File: config.mk
export PLATFORM = sky130hd
export DESIGN_NAME = inst_fetch_ctrl
export DESIGN_NICKNAME = d
export VERILOG_FILES = /design/src/rtl/inst_fetch_ctrl_pkg.sv /design/src/rtl/inst_fetch_ctrl.sv
export SDC_FILE = /design/constraint.sdc
export NUM_CORES = 1
export LEC_CHECK = 0
export BUFFER_PORTS_ARGS = -buffer_cell sky130_fd_sc_hd__buf_2
export CORE_ASPECT_RATIO = 2
export CORE_MARGIN = 2
export CORE_UTILIZATION = 35
export DETAILED_ROUTE_END_ITERATION = 12
export PLACE_DENSITY = 0.62
export SKIP_LAST_GASP = 1
export SYNTH_ARGS = -nofsm -noshare
export SYNTH_HDL_FRONTEND = slang
export SYNTH_SLANG_ARGS = --single-unit
File: constraint.sdc
create_clock -name clk -period 3.2 [get_ports clk]
set_input_delay 0.96 -clock clk [delete_from_list [all_inputs] [get_ports clk]]
set_output_delay 0.96 -clock clk [all_outputs]
set_load 0.005 [all_outputs]
File: src/rtl/inst_fetch_ctrl_pkg.sv
// inst_fetch_ctrl shared definitions:
// FSM state codes, AXI response code and reset fetch address.
package inst_fetch_ctrl_pkg;

  localparam logic [1:0] ST_IDLE = 2'd0;
  localparam logic [1:0] ST_ADDR = 2'd1;
  localparam logic [1:0] ST_DATA = 2'd2;
  localparam logic [1:0] ST_ERR  = 2'd3;

  localparam logic [1:0] RESP_OKAY = 2'b00;

  localparam logic [31:0] RESET_PC_DEF = 32'hBFC0_0000;

endpackage

File: src/rtl/inst_fetch_ctrl.sv
// Fetch sequencer: owns pc, one AXI-Lite read per word, IF/ID slot.
// Ports: clk/rst, stall/flush/branch redirects, AR+R channel, inst slot.
module inst_fetch_ctrl
  import inst_fetch_ctrl_pkg::*;
#(
  parameter int ADDR_W = 32,
  parameter logic [ADDR_W-1:0] RESET_PC = ADDR_W'(RESET_PC_DEF)
) (
  input  logic              clk,
  input  logic              rst,
  input  logic              stall,
  input  logic              flush,
  input  logic [ADDR_W-1:0] flush_pc,
  input  logic              branch_flag,
  input  logic [ADDR_W-1:0] branch_target,
  output logic [ADDR_W-1:0] araddr,
  output logic              arvalid,
  input  logic              arready,
  input  logic [ADDR_W-1:0] rdata,
  input  logic [1:0]        rresp,
  input  logic              rvalid,
  output logic              rready,
  output logic [ADDR_W-1:0] inst,
  output logic [ADDR_W-1:0] inst_pc,
  output logic              inst_valid,
  output logic              fetch_err
);

  logic [1:0]        state;
  logic [1:0]        state_n;
  logic [ADDR_W-1:0] pc;
  logic [ADDR_W-1:0] pc_n;
  logic [ADDR_W-1:0] tgt;
  logic [ADDR_W-1:0] araddr_n;
  logic [ADDR_W-1:0] ld_inst;
  logic              kill;
  logic              kill_n;
  logic              arvalid_n;
  logic              ld;
  logic              ld_err;
  logic              enter;
  logic              redirect;
  logic              slot_free;
  logic              r_hs;
  logic              bad_resp;

  assign redirect  = flush | branch_flag;
  assign tgt       = flush ? flush_pc : branch_target;
  assign slot_free = !inst_valid || !stall;
  assign bad_resp  = rresp != RESP_OKAY;

  // Killed reads are drained regardless of the slot.
  assign rready = (state == ST_DATA) && (kill || slot_free);
  assign r_hs   = rvalid && rready;

  always_comb begin
    state_n   = state;
    pc_n      = pc;
    kill_n    = kill;
    arvalid_n = arvalid;
    araddr_n  = araddr;
    ld        = 1'b0;
    ld_inst   = rdata;
    ld_err    = 1'b0;
    enter     = 1'b0;
    unique case (1'b1)
      state == ST_IDLE: begin
        enter = 1'b1;
        if (redirect) pc_n = tgt;
      end
      state == ST_ADDR: begin
        if (arvalid) begin
          // AR stays up and unchanged until accepted.
          if (arready) begin
            arvalid_n = 1'b0;
            state_n   = ST_DATA;
          end
          if (redirect) begin
            kill_n = 1'b1;
            pc_n   = tgt;
          end
        end else if (redirect) begin
          pc_n  = tgt;
          enter = 1'b1;
        end else if (pc[1:0] != 2'b00) begin
          if (slot_free) begin
            ld      = 1'b1;
            ld_inst = '0;
            ld_err  = 1'b1;
            state_n = ST_ERR;
          end
        end else begin
          enter = 1'b1;
        end
      end
      state == ST_DATA: begin
        if (r_hs) begin
          kill_n = 1'b0;
          enter  = 1'b1;
          if (redirect) begin
            pc_n = tgt;
          end else if (!kill) begin
            ld      = 1'b1;
            ld_inst = bad_resp ? '0 : rdata;
            ld_err  = bad_resp;
            pc_n    = pc + ADDR_W'(4);
            if (bad_resp) begin
              enter   = 1'b0;
              state_n = ST_ERR;
            end
          end
        end else if (redirect) begin
          kill_n = 1'b1;
          pc_n   = tgt;
        end
      end
      state == ST_ERR: begin
        if (redirect) begin
          pc_n  = tgt;
          enter = 1'b1;
        end
      end
      default: ;
    endcase
    // A misaligned pc enters ADDR without raising arvalid.
    if (enter) begin
      state_n = ST_ADDR;
      if (pc_n[1:0] == 2'b00) begin
        arvalid_n = 1'b1;
        araddr_n  = pc_n;
      end
    end
  end

  always_ff @(posedge clk or negedge rst) begin
    if (!rst) begin
      state      <= ST_IDLE;
      pc         <= RESET_PC;
      kill       <= 1'b0;
      arvalid    <= 1'b0;
      araddr     <= RESET_PC;
      inst       <= '0;
      inst_pc    <= '0;
      inst_valid <= 1'b0;
      fetch_err  <= 1'b0;
    end else begin
      state   <= state_n;
      pc      <= pc_n;
      kill    <= kill_n;
      arvalid <= arvalid_n;
      araddr  <= araddr_n;
      if (redirect) begin
        inst_valid <= 1'b0;
      end else if (ld) begin
        inst_valid <= 1'b1;
        inst       <= ld_inst;
        inst_pc    <= pc;
        fetch_err  <= ld_err;
      end else if (!stall) begin
        inst_valid <= 1'b0;
      end
    end
  end

endmodule

==> impl_metrics.tcl <==
set metrics [dict create \
    status "complete, no violations" \
    die_x_um 99.7 \
    share_seq_of_total_power 0.392 \
    power.leakage_nw 3.90 \
    tns_ps 0 \
    crit_path_start_kind "register" \
    rows 70 \
    num_vias 5590 \
    synth-edff-count 0 \
    hold-worst-slack_ps 469 \
    hold_buffers 0 \
    wl_per_cell_um 19.9 \
    yosys_warnings 0 \
    min_period_over_period 0.839 \
    clk_latency_ps 410 \
    switching_share 0.301 \
    hold_violations 0 \
    io_pins 205 \
    tightest_slew_ps 793 \
    wl_met2_um 11300 \
    slew_headroom 0.467 \
    syn_area_mm2 0.00641 \
    cp-end-kind "register" \
    first_pass_iters 5 \
    r2r_cells 6 \
    antenna_found_initial 1 \
    intPower_mw 4.88 \
    p_comb_frac 0.302 \
    clkTransAtPathRegs_ps 50 \
    cp_slowest_cell "nor4_1" \
    postSynthCellCount 577 \
    syn_avg_cell_area_um2 11.1 \
    r2r-start "pc[2]$_DFF_PN0_" \
    mostFrequentLayoutCell "buf_2" \
    dieArea_mm2 0.0195 \
    grt_max_degree 66 \
    finalCriticalPeriod_ps 2690 \
    cts_made_buffers 17 \
    crit_start "pc[2]$_DFF_PN0_" \
    skew_ps 6.30 \
    required_ps 3520 \
    netSwitchingPower_mw 2.10 \
    critPathMaxFanout 6 \
    yosysUniqueCellTypes 66 \
    path_cells "ha_1 > nand4b_1 > nor4_1 > nand2_1 > mux2_2 > o31ai_1" \
    maxCapViolCount 0 \
    rsz0062_at_grt "no" \
    crit_arrival_ps 3010 \
    synth_top_flop_cell "dfrtp_1" \
    hpwl_um 15400 \
    coreArea_mm2 0.0181 \
    fin_nets 894 \
    syn2layout_area_growth_pct 30.7 \
    drc 0 \
    drive_gt1_frac 0.409 \
    die_h_um 195 \
    ys_seq_elements 134 \
    initial_utilization 0.353 \
    post_cts_buffers 0 \
    wirelength_um 20100 \
    r2r_slack_ps 510 \
    ant_nets 0 \
    vdd_ir_drop_max_mv 0.422 \
    final_cell_mix "203 x buf_2, 116 x dfrtp_1, 43 x mux2_2" \
    drv_slew 0 \
    grt_use_total 0.210 \
    drt_iter0_markers 193 \
    fmax_mhz 372 \
    met3_length_um 610 \
    htree_levels 4 \
    cts-root-buf "clkbuf_16" \
    clockPowerShare 0.305 \
    cts_resized 0 \
    critical_path_class "reg2reg" \
    hold_path.class "in2async" \
    cts_buffer_depth 2 \
    grt_pass1_wl_um 30900 \
    async_flop_share 1.00 \
    setup_viol 0 \
    grt_pass1_vias 5618 \
    grt-ovfl-total 0 \
    clock-sinks 134 \
    p_per_area_mw_per_mm2 833 \
    max_stage_delay_ps 720 \
    globalplace.congestion 0.814 \
    cts_tree "built" \
    numPortBuffers 204 \
    synth_fp_nets 687 \
    rr_endpoint "araddr[26]$_DFFE_PN1P_" \
    viasPerCell 5.51 \
    dr.max_layer_used "met4" \
    wl_met1_um 7350 \
    synth.yosys.seq_area_share 0.527 \
]
-- critical path, delay by kind of cell, from the launching register on --
kind / cells / cell delay [ps]
AOI/OAI and AO/OA: 1 / 240
adders and majority gates: 1 / 230
DFF: 1 / 440
muxes: 1 / 380
and+or+nand+nor: 3 / 1300
-- registers in the layout, summed over array words and instances, names as in the netlist --
register,cells
araddr,32
inst,32
inst_pc,32
pc,32
state,2
arvalid,1
fetch_err,1
inst_valid,1
kill,1
-- per-stage QoR --
step | total power [mW] | setup WS, ps | util | area, um^2 | std cells
6_report | 6.98 | 515 | 0.462 | 8370 | 1014
5_1_grt | 7.40 | 289 | 0.462 | 8370 | 1014
3_5_place_dp | 4.91 | 365 | 0.426 | 7730 | 981
2_1_floorplan | 3.82 | 426 | - | 6410 | 577
3_3_place_gp | 4.86 | 392 | 0.426 | 7730 | 981
4_1_cts | 7.07 | 556 | 0.462 | 8370 | 1013
-- routing by layer --
metal,vias to the layer above,track usage
li1,2619,-
met1,2770,0.218
met2,156,0.393
met3,45,0.0301
met4,0,0.117
met5,-,0
-- worst max-delay path by stage --
stage	end	slack (ps)	depth (start not counted)
finish	araddr[26]$_DFFE_PN1P_	510	6
global placement	araddr[13]$_DFFE_PN0P_	390	7
global route	araddr[26]$_DFFE_PN1P_	290	6
floorplan	araddr[10]$_DFFE_PN0P_	430	7
CTS	araddr[26]$_DFFE_PN1P_	560	6
detailed placement	araddr[27]$_DFFE_PN1P_	370	6
-- power groups by stage --
stage | sequential, mW | clock (mW) | combinational [mW]
6_report | 2.74 | 2.13 | 2.11
3_5_place_dp | 2.77 | 0 | 2.14
4_1_cts | 2.74 | 2.18 | 2.15
3_3_place_gp | 2.76 | 0 | 2.10
5_1_grt | 2.83 | 2.26 | 2.31
2_1_floorplan | 2.77 | 0 | 1.05
-- synthesized netlist by cell type, drive strengths merged (5+ instances only) --
cell	number	area, um^2
a211oi	8	60.1
a22o	34	298
a22oi	5	37.5
and2	9	58.8
and3	8	50.1
buf	15	92.6
clkbuf	21	80.1
dfrtp	116	2900
dfstp	18	473
ha	5	62.6
inv	13	48.8
mux2	44	495
mux2i	15	150
nand2	27	104
nand3	16	80.1
nand4	14	87.6
nor2	40	153
nor2b	5	31.3
nor3	10	50.1
nor4	10	68.8
o21ai	30	150
o22ai	14	87.6
o31ai	25	193
or3	12	80.1
or4	5	41.3
-- kinds of logic after synthesis --
| family | synth area share |
|---|---|
| AOI/OAI and AO/OA | 0.184 |
| and+or+nand+nor | 0.141 |
| DFF | 0.527 |
| adders and majority gates | 0.00977 |
| xor gates and xnor gates | 0.00273 |
| buffers and inverters | 0.0346 |
| muxes | 0.101 |
-- final cells by class --
type                    instances  area, um^2
multi-input cells             394        2820
flip-flops and latches        134        3380
well taps                     216         270
diodes                          1        2.50
clock buffers                  24         472
fillers                      1801        9760
clock inverters                 8         170
repair buffers                224        1210
inverters                      13        48.8
Note: power is estimated with default switching activity, not from simulation.
